<file path="src/rtl/register_file_wb.sv">
// 32 x 32-bit MIPS register file: two async read ports, one debug read port,
// one synchronous write port and a saturating committed-write counter.
// Optional macro REGFILE_BYPASS_EN forwards same-cycle write data to all read ports.
module register_file_wb #(
  parameter int unsigned DATA_WIDTH  = 32,
  parameter int unsigned ADDR_WIDTH  = 5,
  parameter int unsigned COUNT_WIDTH = 16
) (
  input  logic                   Clk,
  input  logic                   Reset,
  input  logic                   RegWrite,
  input  logic [ADDR_WIDTH-1:0]  WriteRegister,
  input  logic [DATA_WIDTH-1:0]  WriteData,
  input  logic [ADDR_WIDTH-1:0]  ReadRegister1,
  input  logic [ADDR_WIDTH-1:0]  ReadRegister2,
  output logic [DATA_WIDTH-1:0]  ReadData1,
  output logic [DATA_WIDTH-1:0]  ReadData2,
  input  logic [ADDR_WIDTH-1:0]  DebugRegister,
  output logic [DATA_WIDTH-1:0]  DebugData,
  output logic [COUNT_WIDTH-1:0] WriteCount
);

  localparam int unsigned DEPTH = 2 ** ADDR_WIDTH;

  // Register 0 is hardwired to zero, so storage starts at index 1.
  logic [DATA_WIDTH-1:0]  regs_q [1:DEPTH-1];
  logic [COUNT_WIDTH-1:0] count_q;
  logic [COUNT_WIDTH-1:0] count_d;
  logic                   wr_commit;

  logic [ADDR_WIDTH-1:0]  rd_addr [3];
  logic [DATA_WIDTH-1:0]  rd_data [3];

  assign wr_commit = RegWrite && (WriteRegister != '0);

  always_comb begin
    count_d = count_q;
    if (wr_commit && (count_q != '1)) begin
      count_d = count_q + 1'b1;
    end
  end

  always_ff @(posedge Clk) begin
    if (Reset) begin
      for (int unsigned i = 1; i < DEPTH; i++) begin
        regs_q[i] <= '0;
      end
      count_q <= '0;
    end else begin
      if (wr_commit) begin
        regs_q[WriteRegister] <= WriteData;
      end
      count_q <= count_d;
    end
  end

  always_comb begin
    rd_addr[0] = ReadRegister1;
    rd_addr[1] = ReadRegister2;
    rd_addr[2] = DebugRegister;
    for (int unsigned p = 0; p < 3; p++) begin
      rd_data[p] = '0;
      if (rd_addr[p] != '0) begin
`ifdef REGFILE_BYPASS_EN
        // Reset has priority over the write, so no forwarding while it is asserted.
        if (wr_commit && !Reset && (rd_addr[p] == WriteRegister)) begin
          rd_data[p] = WriteData;
        end else begin
          rd_data[p] = regs_q[rd_addr[p]];
        end
`else
        rd_data[p] = regs_q[rd_addr[p]];
`endif
      end
    end
  end

  assign ReadData1  = rd_data[0];
  assign ReadData2  = rd_data[1];
  assign DebugData  = rd_data[2];
  assign WriteCount = count_q;

endmodule

</file>
<file path="config.mk">
export PLATFORM = sky130hd
export DESIGN_NAME = register_file_wb
export DESIGN_NICKNAME = d
export VERILOG_FILES = /design/src/rtl/register_file_wb.sv
export SDC_FILE = /design/constraint.sdc
export NUM_CORES = 2
export LEC_CHECK = 0
export CAP_MARGIN = 10
export CORE_MARGIN = 8
export CORE_UTILIZATION = 45
export CTS_CLUSTER_SIZE = 14
export DETAILED_ROUTE_END_ITERATION = 6
export GPL_TIMING_DRIVEN = 0
export PLACE_DENSITY_LB_ADDON = 0.2
export SLEW_MARGIN = 5
export SYNTH_ARGS = -nofsm -noshare
export SYNTH_HDL_FRONTEND = slang
export SYNTH_SLANG_ARGS = --single-unit
</file>
<file path="constraint.sdc">
create_clock -name Clk -period 4.8 [get_ports Clk]
set_clock_uncertainty 0.05 [all_clocks]
set_input_delay 0.48 -clock Clk [delete_from_list [all_inputs] [get_ports Clk]]
set_output_delay 0.48 -clock Clk [all_outputs]
set_load 0.05 [all_outputs]
</file>
== After elaboration in Yosys (flattened, before gate mapping) ==
Memories as Yosys holds them, arrays and structs flattened.
Index checks and enable logic that the tools add are counted.
Storage, ports and cells
  bits in registers: 16
  bits in latches: 0
  RAM bits: 992
  memory bits (read-only): 0
  input port bits: 55
  output and inout port bits: 112
  logic and storage cells: 22
  memories kept: 1
Memory list
  regs_q: depth 31, width 32, rd ports 3, clocked after Yosys merged registers in 0, write ports 31, line 26  | logic [DATA_WIDTH-1:0] regs_q [1:DEPTH-1];
Operators by class
  $add $sub $neg: 1
  multiply operators: 0
  divide/modulo/power cells: 0
  magnitude comparators: 0
  equality and inequality tests: 1
  shift-type cells: 0
  muxes and demuxes: 11
  bitwise gates (word level): 0
  reductions and logical operators: 7
Operators with widths (count)
  $mux W32: 4
  $reduce_or A32 Y1: 1
  $reduce_bool A5 Y1: 4
  $add A16 B1 Y16 const B: 1
  $ne A16 B16 Y1 const B: 1
  $mux W1: 6
  $mux W5: 1
  $logic_and A1 B1 Y1: 2

== Longest topological paths before layout ==
  word-level depth: 7
  depth in mapped cells: 9
  depth with buffers taken out: 6

== Worst setup path after synthesis ==
No wires, ideal clock.
  path type: input to output
  from: input DebugRegister[0]
  to: output DebugData[30]
  arrival: 3.941 ns
  data required time: 4.270 ns
  setup slack: 0.329 ns
  stages: 7
  path buffers: 5
  path through: buf_4 buf_6 buf_4 buf_2 buf_2 a211oi_1 a2111oi_0
Between the ends
  cells in the longest elaborated chain, start to end: 2
  elaborated cells between the ends (all ways): 3
  classes of those cells: 1 x mux; 1 x reduce/logical; 1 x memory
RTL lines
  from (decl): line 18  | input logic [ADDR_WIDTH-1:0] DebugRegister,
  $mem_v2 Z31 W32 or $reduce_bool A5 Y1 (tied branches)
  $mux W32 (*): line 63  | if (rd_addr[p] != '0) begin
  to (decl): line 19  | output logic [DATA_WIDTH-1:0] DebugData,
Every way passes the cells marked *; elsewhere a longest branch is shown, timed or not.

== Worst setup path in the final report ==
  from: input DebugRegister[0]
  to: output DebugData[8]
The elaborated chain is that of the path after synthesis.

==> summary.md <==
| Metric | Value |
|---|---|
| Status | `finished with violations` |
| Failing checks | `design-rule violations, max-capacitance violations, max-slew violations, negative setup slack` |
| Post-route setup slack | `-287 ps` |
| DRT iter0 DRCs | `~10,000` |
| Longest Clk Path Bufs | `3` |
| Final Max Slew Viols | `6` |
| Worst endpoint required time | `4270 ps` |
| Synth Cell Area | `64,100 um2` |
| Nets | `4,645` |
| Crit end category | `output pin` |
| Sequential share of the synthesized area | `0.484` |
| Final number of setup-violating endpoints | `slightly below 70` |
| Grt ovf | `0` |
| Design Area, Final | `73,400 um2` |
| PD cells | `350 nW/um2` |
| Yosys top cell area share | `0.479` |
| Fraction of the cycle the final worst path needs | `1.06` |
| Critical path peak fanout | `12` |
| RSZ-0062 raised after global routing | `yes` |
| Worst hold path type | `input pin to register` |
| Metal2 WL | `136 mm` |
| Leakage power | `24.8 nW` |
| Layout area overhead | `14.5%` |
| Non-Filler Instances | `6,612` |
| Final min period | `5090 ps` |
| DRT antenna net count | `0` |
| Worst r2r path cells | `7` |
| Core Area | `approximately 140,000 um2` |
| CTS tree | `built` |
| Post-synth top cells | `edfxtp_1 (1,024), and2_1 (995), mux4_2 (768)` |
| Avg Inst Size Synth | `15.2 um2` |
| CP Capture Point | `DebugData[8]` |
| Cell row count | `138` |
| Sum Neg Setup Slack | `-7590 ps` |
| Yosys reg bits | `about 1,000` |
| Yosys top cell by area | `edfxtp_1` |
| Met3 wire length | `approximately 64 mm` |
| DR vias/cell | `roughly 7.6` |
| WP data arrival | `4560 ps` |
| Clk sinks | `between 1,000 and 1,500` |
| Post-synth EDFFs | `1,024` |
| Root Buffer | `clkbuf_16` |
| Synth Flop Type | `edfxtp_1` |
| Met1 Wirelength | `108 mm` |
| CP Depth | `10` |
| Startpoint Class | `input pin` |
| Most area-consuming cells after synthesis | `edfxtp_1 (48%), mux4_2 (27%), and2_1 (9.7%)` |
| DR DRC count | `3` |
| Initial core utilization | `0.453` |
| FF-to-FF Start | `WriteCount[0]$_SDFFE_PP0P_` |
| WL/cell | `52.0 um` |
| Most frequent CP cell | `buf_4` |
| Yosys warns | `0` |
| WS Path Type | `input pin to output pin` |
| Largest net degree at the start of global routing | `33` |
| Unique masters post-synth | `57` |
| Cell with the most instances after synthesis | `edfxtp_1` |
| VDD IR max | `0.318 mV` |
| Critical path's top delay family | `buffers and inverters` |
| Post-DP Area | `about 69,000 um2` |
| Worst Setup SP | `DebugRegister[0]` |
| Fmax | `197 MHz` |
| CP peak stage delay | `610 ps` |
| DP Worst Slack | `-1740 ps` |
| Number of max-cap violations | `2` |
| Async set or reset register ratio after synthesis | `0` |
| R2R Path End | `WriteCount[8]$_SDFFE_PP0P_` |
| First-pass GRT wire length | `443 mm` |
| Crit path cell chain | `buf_4, buf_6, buf_4, buf_4, buf_4, mux2i_1, a21oi_1, o21ai_1, a21oi_2, dlygate4sd2_1` |
| Final HPWL DP | `248 mm` |
| Port Buffer Count | `~160` |
| Final wirelength | `344 mm` |
| Tightest Pin Transition | `1510 ps` |
| Vias in the first global route | `46,474` |
| Num ports | `167` |
| Hold Path Depth | `1` |
| Die width | `roughly 390 um` |
| Rel. slew slack | `-0.0116` |
| GRT Total Usage | `0.429` |
| Share of layout cells above drive strength 1 | `0.310` |
| Die area | `155,000 um2` |
| CTS buffer count | `about 120` |
| Antenna violations before repair | `approximately 40` |
| Crit path max-delay cell type | `dlygate4sd2_1` |
| Post-Place Cells | `6,351` |
| Flop2flop setup slack | `2560 ps` |
| DIE HEIGHT | `394 um` |
| Worst path bufs/invs | `6` |
| Final design utilization | `0.518` |
| Number of detailed-route iterations in the first pass | `7` |
| DR top layer | `met5` |
| CTS clk-pin slew, worst paths | `~60 ps` |
| H-Tree Depth | `3` |
| Placer's final routability congestion estimate | `1.12` |
| Fin. Hold Viols | `0` |
| Vias post-DR | `about 50,000` |
| Clk_lat worst skew | `790 ps` |
| Synth Instances | `4,232` |
report_power, final:
| group | internal, W | total, W | switching, W |
|---|---|---|---|
| clock network | 0.00517 | 0.00933 | 0.00416 |
| registers | 0.0105 | 0.0109 | 0.000397 |
| logic | 0.00186 | 0.00550 | 0.00363 |
area by class of cell:
| cell class | instances | area [um2] |
|---|---|---|
| tap | 1890 | 2360 |
| clock inverter | 71 | 657 |
| antenna | 35 | 87.6 |
| timing repair buffer | 207 | 2140 |
| multi-input combinational | 2735 | 31200 |
| inverter | 3 | 11.3 |
| clock buffer | 147 | 3120 |
| buffer | 484 | 2740 |
| fill | 11898 | 68200 |
| sequential | 1040 | 31100 |
per-stage QoR:
step           power (W)  hold WS [ps]
6_report          0.0257           337
5_1_grt           0.0258           348
4_1_cts           0.0251           323
3_5_place_dp      0.0161           458
3_3_place_gp      0.0160           461
2_1_floorplan     0.0137           529
sequential cells by signal (all words and copies together) (netlist names):
name	flops
WriteCount	16
regs_q	1024
placed cells by master (no fill, tap or decap), types with 24 or more instances in the layout:
master | Yosys | layout
a2111oi_1 | 39 | 30
conb_1 | 1 | 32
clkinv_1 | 0 | 32
mux4_2 | 768 | 768
buf_2 | 89 | 76
clkbuf_16 | 0 | 119
a221oi_2 | 27 | 35
or2_2 | 32 | 31
a21oi_1 | 83 | 71
buf_6 | 50 | 51
nand2_1 | 35 | 35
a22oi_1 | 25 | 24
dlygate4sd2_1 | 0 | 52
clkdlybuf4s50_1 | 0 | 83
a211oi_1 | 112 | 110
diode_2 | 0 | 35
buf_4 | 67 | 104
clkbuf_1 | 268 | 254
and2_1 | 995 | 995
mux2_2 | 59 | 59
clkbuf_2 | 0 | 35
mux2i_1 | 124 | 123
nor2_1 | 119 | 110
o21ai_1 | 33 | 31
edfxtp_1 | 1024 | 1024
a2111oi_2 | 1 | 27
nor2b_1 | 113 | 113
per-layer routing:
layer  track usage  vias up
met5        0.0197        -
met4         0.334       34
met3         0.258     1536
met2         0.581     5644
met1         0.487    25403
li1              -    17550
repair_timing:
item / in CTS / in global routing
setup endpoints to repair: 95 / 42
hold buffers: 0 / 0
resized for setup: 209 / 61
buffers inserted: 3 / 0
cell families (layout without fill, tap and decap cells):
family,after synthesis,after routing,synth area share
XOR/XNOR,11,11,0.00150
adder cells (fa/ha/maj),1,1,0.000195
multiplexers,951,951,0.299
AND/OR/NAND/NOR,1337,1337,0.125
AO/OA/AOI/OAI,403,403,0.0491
buffers and inverters,488,912,0.0405
flip-flops,1040,1040,0.484
other,1,67,0.0000585
worst min path at each step:
stage	start	end	slack, ps
5_1_grt	WriteData[23]	regs_q[0][23]$_DFFE_PP_	350
2_1_floorplan	WriteData[0]	regs_q[0][0]$_DFFE_PP_	530
4_1_cts	WriteData[23]	regs_q[0][23]$_DFFE_PP_	320
3_5_place_dp	WriteCount[14]$_SDFFE_PP0P_	WriteCount[14]$_SDFFE_PP0P_	460
3_3_place_gp	WriteCount[14]$_SDFFE_PP0P_	WriteCount[14]$_SDFFE_PP0P_	460
6_report	WriteData[23]	regs_q[0][23]$_DFFE_PP_	340
Note: power is estimated with default switching activity, not from simulation.
